===== src/rtl/axppa_pkg.sv =====
// Shared types and default sizes for the approximate-adder error monitor.
package axppa_pkg;

  localparam int WIDTH_DEF = 16;
  localparam int CNT_W_DEF = 16;

  typedef enum logic [1:0] {
    IDLE  = 2'd0,
    RUN   = 2'd1,
    DRAIN = 2'd2,
    DONE  = 2'd3
  } state_t;

endpackage


===== src/rtl/axppa_err_dist.sv =====
// Exact WIDTH+1-bit sum of two operands and its unsigned distance to an approximate result.
module axppa_err_dist #(
  parameter int WIDTH = 16
) (
  input  logic [WIDTH-1:0] a,
  input  logic [WIDTH-1:0] b,
  input  logic [WIDTH:0]   apx,
  output logic [WIDTH:0]   exact,
  output logic [WIDTH:0]   ed
);

  assign exact = {1'b0, a} + {1'b0, b};
  // Both operands are unsigned, so over- and under-estimation give the same distance.
  assign ed    = (exact >= apx) ? (exact - apx) : (apx - exact);

endmodule


===== src/rtl/axppa_err_monitor.sv =====
// Error monitor for an approximate adder: counts erroneous samples and accumulates error distance.
// Optional max_ed tracking is enabled by defining AXPPA_MAXED_EN.
module axppa_err_monitor
  import axppa_pkg::*;
#(
  parameter int WIDTH = WIDTH_DEF,
  parameter int CNT_W = CNT_W_DEF
) (
  input  logic                   clk,
  input  logic                   rst,
  input  logic                   start,
  input  logic [CNT_W-1:0]       sample_count,
  input  logic                   in_valid,
  output logic                   in_ready,
  input  logic [WIDTH-1:0]       in_a,
  input  logic [WIDTH-1:0]       in_b,
  input  logic [WIDTH:0]         in_sum_apx,
  output logic                   busy,
  output logic                   done,
  output logic [CNT_W-1:0]       err_count,
  output logic [WIDTH+CNT_W:0]   ed_sum
`ifdef AXPPA_MAXED_EN
  ,
  output logic [WIDTH:0]         max_ed
`endif
);

  // Handshake: a sample transfers on every rising edge where in_valid and in_ready
  // are both high; in_ready depends only on the registered state, never on in_valid.

  state_t             state;
  logic [CNT_W-1:0]   target;
  logic [CNT_W-1:0]   accepted;
  logic               s1_valid;
  logic [WIDTH-1:0]   s1_a;
  logic [WIDTH-1:0]   s1_b;
  logic [WIDTH:0]     s1_apx;
  logic [WIDTH:0]     exact;
  logic [WIDTH:0]     ed;
  logic               accept;
  logic               last;

  assign in_ready = (state == RUN);
  assign busy     = (state == RUN) || (state == DRAIN);
  assign done     = (state == DONE);
  assign accept   = in_valid && in_ready;
  assign last     = (accepted == target - 1'b1);

  // Stage 2 datapath: exact sum and distance of the registered sample.
  axppa_err_dist #(.WIDTH(WIDTH)) u_err_dist (
    .a     (s1_a),
    .b     (s1_b),
    .apx   (s1_apx),
    .exact (exact),
    .ed    (ed)
  );

  always_ff @(posedge clk) begin
    if (rst) begin
      state     <= IDLE;
      target    <= '0;
      accepted  <= '0;
      s1_valid  <= 1'b0;
      s1_a      <= '0;
      s1_b      <= '0;
      s1_apx    <= '0;
      err_count <= '0;
      ed_sum    <= '0;
`ifdef AXPPA_MAXED_EN
      max_ed    <= '0;
`endif
    end else begin
      s1_valid <= accept;
      if (accept) begin
        s1_a     <= in_a;
        s1_b     <= in_b;
        s1_apx   <= in_sum_apx;
        accepted <= accepted + 1'b1;
      end

      if (s1_valid) begin
        if (exact != s1_apx) err_count <= err_count + 1'b1;
        ed_sum <= ed_sum + {{CNT_W{1'b0}}, ed};
`ifdef AXPPA_MAXED_EN
        if (ed > max_ed) max_ed <= ed;
`endif
      end

      case (state)
        IDLE, DONE: begin
          // The pipeline is empty here, so clearing cannot lose an in-flight sample.
          if (start) begin
            target    <= sample_count;
            accepted  <= '0;
            err_count <= '0;
            ed_sum    <= '0;
`ifdef AXPPA_MAXED_EN
            max_ed    <= '0;
`endif
            state     <= (sample_count != '0) ? RUN : DONE;
          end
        end
        RUN: begin
          if (accept && last) state <= DRAIN;
        end
        DRAIN: begin
          if (!s1_valid) state <= DONE;
        end
        default: state <= IDLE;
      endcase
    end
  end

endmodule

===== config.mk =====
export PLATFORM = sky130hd
export DESIGN_NAME = axppa_err_monitor
export DESIGN_NICKNAME = d
export VERILOG_FILES = /design/src/rtl/axppa_pkg.sv /design/src/rtl/axppa_err_dist.sv /design/src/rtl/axppa_err_monitor.sv
export SDC_FILE = /design/constraint.sdc
export NUM_CORES = 1
export LEC_CHECK = 0
export CAP_MARGIN = 20
export CORE_UTILIZATION = 56
export CTS_CLUSTER_SIZE = 16
export DETAILED_ROUTE_END_ITERATION = 7
export PLACE_DENSITY = 0.81
export SLEW_MARGIN = 0
export SYNTH_ARGS = -nofsm -noshare
export SYNTH_HDL_FRONTEND = slang
export SYNTH_HIERARCHICAL = 1
export SYNTH_SLANG_ARGS = --single-unit

===== constraint.sdc =====
create_clock -name clk -period 11.8 [get_ports clk]
set_clock_uncertainty 0.2 [all_clocks]
set_input_delay 1.77 -clock clk [delete_from_list [all_inputs] [get_ports clk]]
set_output_delay 1.77 -clock clk [all_outputs]
set_load 0.02 [all_outputs]

==> impl_metrics.env <==
export IMPL_outcome="complete, no violations"
export IMPL_cap_viol_max_count=0
export IMPL_slowest_delay_ns=0.56
export IMPL_cellPowerDensity_mw_per_mm2=249
export IMPL_finalPower_uw=2700
export IMPL_netlist_area_mm2=0.00904
export IMPL_post_cts_resized=0
export IMPL_hold_violations=0
export IMPL_slew_headroom=0.395
export IMPL_io_pins=121
export IMPL_via_per_inst=5.73
export IMPL_crit_family="compound AO/OA/AOI/OAI gates"
export IMPL_grt_pass1_vias=7882
export IMPL_syn_nets=1290
export IMPL_initial_utilization=0.571
export IMPL_postSynthAreaPerCell_um2=7.90
export IMPL_numPortBuffers=120
export IMPL_synth_warnings=6
export IMPL_die_width_um=129
export IMPL_ctsRootBufferMaster="clkbuf_16"
export IMPL_cts_tree="yes"
export IMPL_ys_seq_area_frac=0.295
export IMPL_fin_ws_ns=4.64
export IMPL_setup_violations=0
export IMPL_worstHoldEndpoint="s1_b[6]"
export IMPL_synth_seq_cells=133
export IMPL_endpoint_kind="flip-flop"
export IMPL_wl_per_cell_um=15.1
export IMPL_grt_max_degree=72
export IMPL_overflow=0
export IMPL_fin_area_mm2=0.0108
export IMPL_worstRegToRegCells=25
export IMPL_ant_nets=0
export IMPL_async_flop_share=0
export IMPL_gp_congestion=0.939
export IMPL_clock_sinks=133
export IMPL_fp_coreArea_mm2=0.0158
export IMPL_vias=8402
export IMPL_worst_pin_slew_ns=0.907
export IMPL_nets=1385
export IMPL_dieArea_mm2=0.0167
export IMPL_period_share=0.607
export IMPL_grt_pass1_wl_mm=37.5
export IMPL_startpoint_type="flip-flop"
export IMPL_fmax_mhz=140
export IMPL_reg2reg_to="ed_sum[32]"
export IMPL_pre_cts_slack_ns=4.72
export IMPL_num_rows=46
export IMPL_tns_ns=0
export IMPL_wirelength_mm=22.2
export IMPL_first_iter_violations=463
export IMPL_path_class="flip-flop to flip-flop"
export IMPL_firstDrtPassIters=5
export IMPL_syn_inst=1144
export IMPL_reg2reg_slack_ns=4.64
export IMPL_placed_cell_area_mm2=0.0103
export IMPL_layout_cells_non_filler=1467
export IMPL_cts_made_buffers=17
export IMPL_grt_setup_unrepaired="no"
export IMPL_timing_critical_path_mode_cell="ha_1"
export IMPL_worst_path_buf_inv=2
export IMPL_ys_flop_type="dfxtp_1"
export IMPL_crit_slowest_cell="o31a_1"
export IMPL_die_h_um=129
export IMPL_grt_usage=0.280
export IMPL_p_leak_uw=0.00424
export IMPL_area_delta_synth_final_pct=20.0
export IMPL_clk_pin_slew_ns=0.06
export IMPL_drive_above_1_share=0.0488
export IMPL_cts_hold_buf=0
export IMPL_cts_htree_levels=4
export IMPL_post_cts_buffers=0
export IMPL_hold_path_class="flip-flop to flip-flop"
export IMPL_maxSlewViolCount=0
export IMPL_drcViolationCount=0
export IMPL_crit_arrival_ns=7.24
export IMPL_clockBufferDepth=2
export IMPL_synth_distinct_cells=80
export IMPL_r2r_start="s1_a[0]"
export IMPL_insertedDiodeCount=0
export IMPL_synth_edf_count=0
export IMPL_fin_crit_ns=7.16
export IMPL_clock_latency_ns=0.42
export IMPL_place_hpwl_mm=16.6
export IMPL_path_max_fanout=16
export IMPL_antenna_found_initial=0
export IMPL_worstHoldPathCells=2
export IMPL_hp_start="s1_b[6]"
export IMPL_numPlacedInstances=1436
export IMPL_ir_drop_mv=0.158
export IMPL_worst_endpoint_required_ns=11.88
[flip-flops by register name (all words and copies together), names as in the netlist]
signal	cells
state	2
s1_a	16
s1_b	16
err_count	16
s1_valid	1
s1_apx	17
accepted	16
ed_sum	33
target	16
[worst max path at each step]
stage	slack [ns]	startpoint	cells past startpoint	endpoint
after CTS	4.67	s1_a[0]	25	ed_sum[28]
after global routing	4.04	s1_a[0]	25	ed_sum[18]
after floorplan	5.79	s1_a[0]	27	ed_sum[20]
after detailed placement	4.72	s1_a[0]	25	ed_sum[32]
after global placement	5.01	s1_a[0]	25	ed_sum[32]
final	4.64	s1_a[0]	25	ed_sum[32]
[through the flow]
step | utilization | hold slack [ns]
after global routing | 0.685 | 0.286
after CTS | 0.685 | 0.265
final | 0.685 | 0.261
after global placement | 0.652 | 0.247
after detailed placement | 0.652 | 0.255
after floorplan | - | 0.240
[layer usage]
layer | GRT usage | vias to the layer above | wire [µm]
met5 | 0 | - | 0
li1 | - | 4206 | -
met2 | 0.462 | 255 | 10300
met4 | 0.104 | 0 | 483
met1 | 0.369 | 3899 | 10300
met3 | 0.0458 | 42 | 1090
[cell usage in the layout, fill, tap and decap left out, drive strengths merged, types with 28 or more instances in the layout]
cell / count
a21o: 28
a21oi: 132
clkdlybuf4s50: 119
dfxtp: 133
ha: 73
inv: 57
nand2: 190
nor2: 74
o21ai: 47
xnor2: 54
xor2: 51
[cell families after synthesis]
kind of cell	count (synthesis)	synth area share
and+or+nand+nor	412	0.216
AOI/OAI and AO/OA	295	0.211
DFF	133	0.295
buffers and inverters	107	0.0498
xor gates and xnor gates	105	0.102
adders and majority gates	77	0.110
muxes	15	0.0168
[layout make-up]
class	count	area [µm²]
clock buffer	23	478
clock inverter	8	51.3
fill	1368	4980
inverter	57	214
multi-input combinational	904	5930
sequential	133	2660
tap	216	270
timing repair buffer	126	1240
[tightest hold or removal path, delay by kind of cell, from the launching register on]
family	cells	cell delay [ns]
and+or+nand+nor	1	0.05
DFF	1	0.31
AOI/OAI and AO/OA	1	0.05
[power by group]
group,total [µW],internal (µW),switching [µW]
Combinational,1680,699,979
Clock,482,283,199
Sequential,542,494,48.5
[cells in the mapped netlist (5+ instances only)]
| cell | n | area, µm² |
|---|---|---|
| xor2_1 | 51 | 447 |
| dfxtp_1 | 133 | 2660 |
| nand4_1 | 15 | 93.8 |
| o21bai_1 | 5 | 37.5 |
| and2_1 | 5 | 31.3 |
| o21ai_0 | 46 | 230 |
| or3_1 | 17 | 106 |
| nor3_1 | 14 | 70.1 |
| nand2b_1 | 6 | 37.5 |
| a21oi_1 | 130 | 651 |
| a21o_1 | 27 | 203 |
| o211ai_1 | 9 | 67.6 |
| o31ai_1 | 6 | 45.0 |
| nor4_1 | 12 | 75.1 |
| mux2i_1 | 14 | 140 |
| nor2b_1 | 11 | 68.8 |
| inv_1 | 56 | 210 |
| nor2_1 | 74 | 278 |
| o21a_1 | 8 | 60.1 |
| a211oi_1 | 8 | 60.1 |
| ha_1 | 73 | 913 |
| nand3b_1 | 6 | 45.0 |
| xnor2_1 | 54 | 473 |
| and3_1 | 12 | 75.1 |
| buf_2 | 8 | 40.0 |
| clkbuf_1 | 27 | 101 |
| and4_1 | 7 | 61.3 |
| nand2_1 | 190 | 713 |
| or4_1 | 7 | 52.6 |
| buf_1 | 8 | 30.0 |
| nand3_1 | 24 | 120 |
Power figures use the tool's default switching activity.
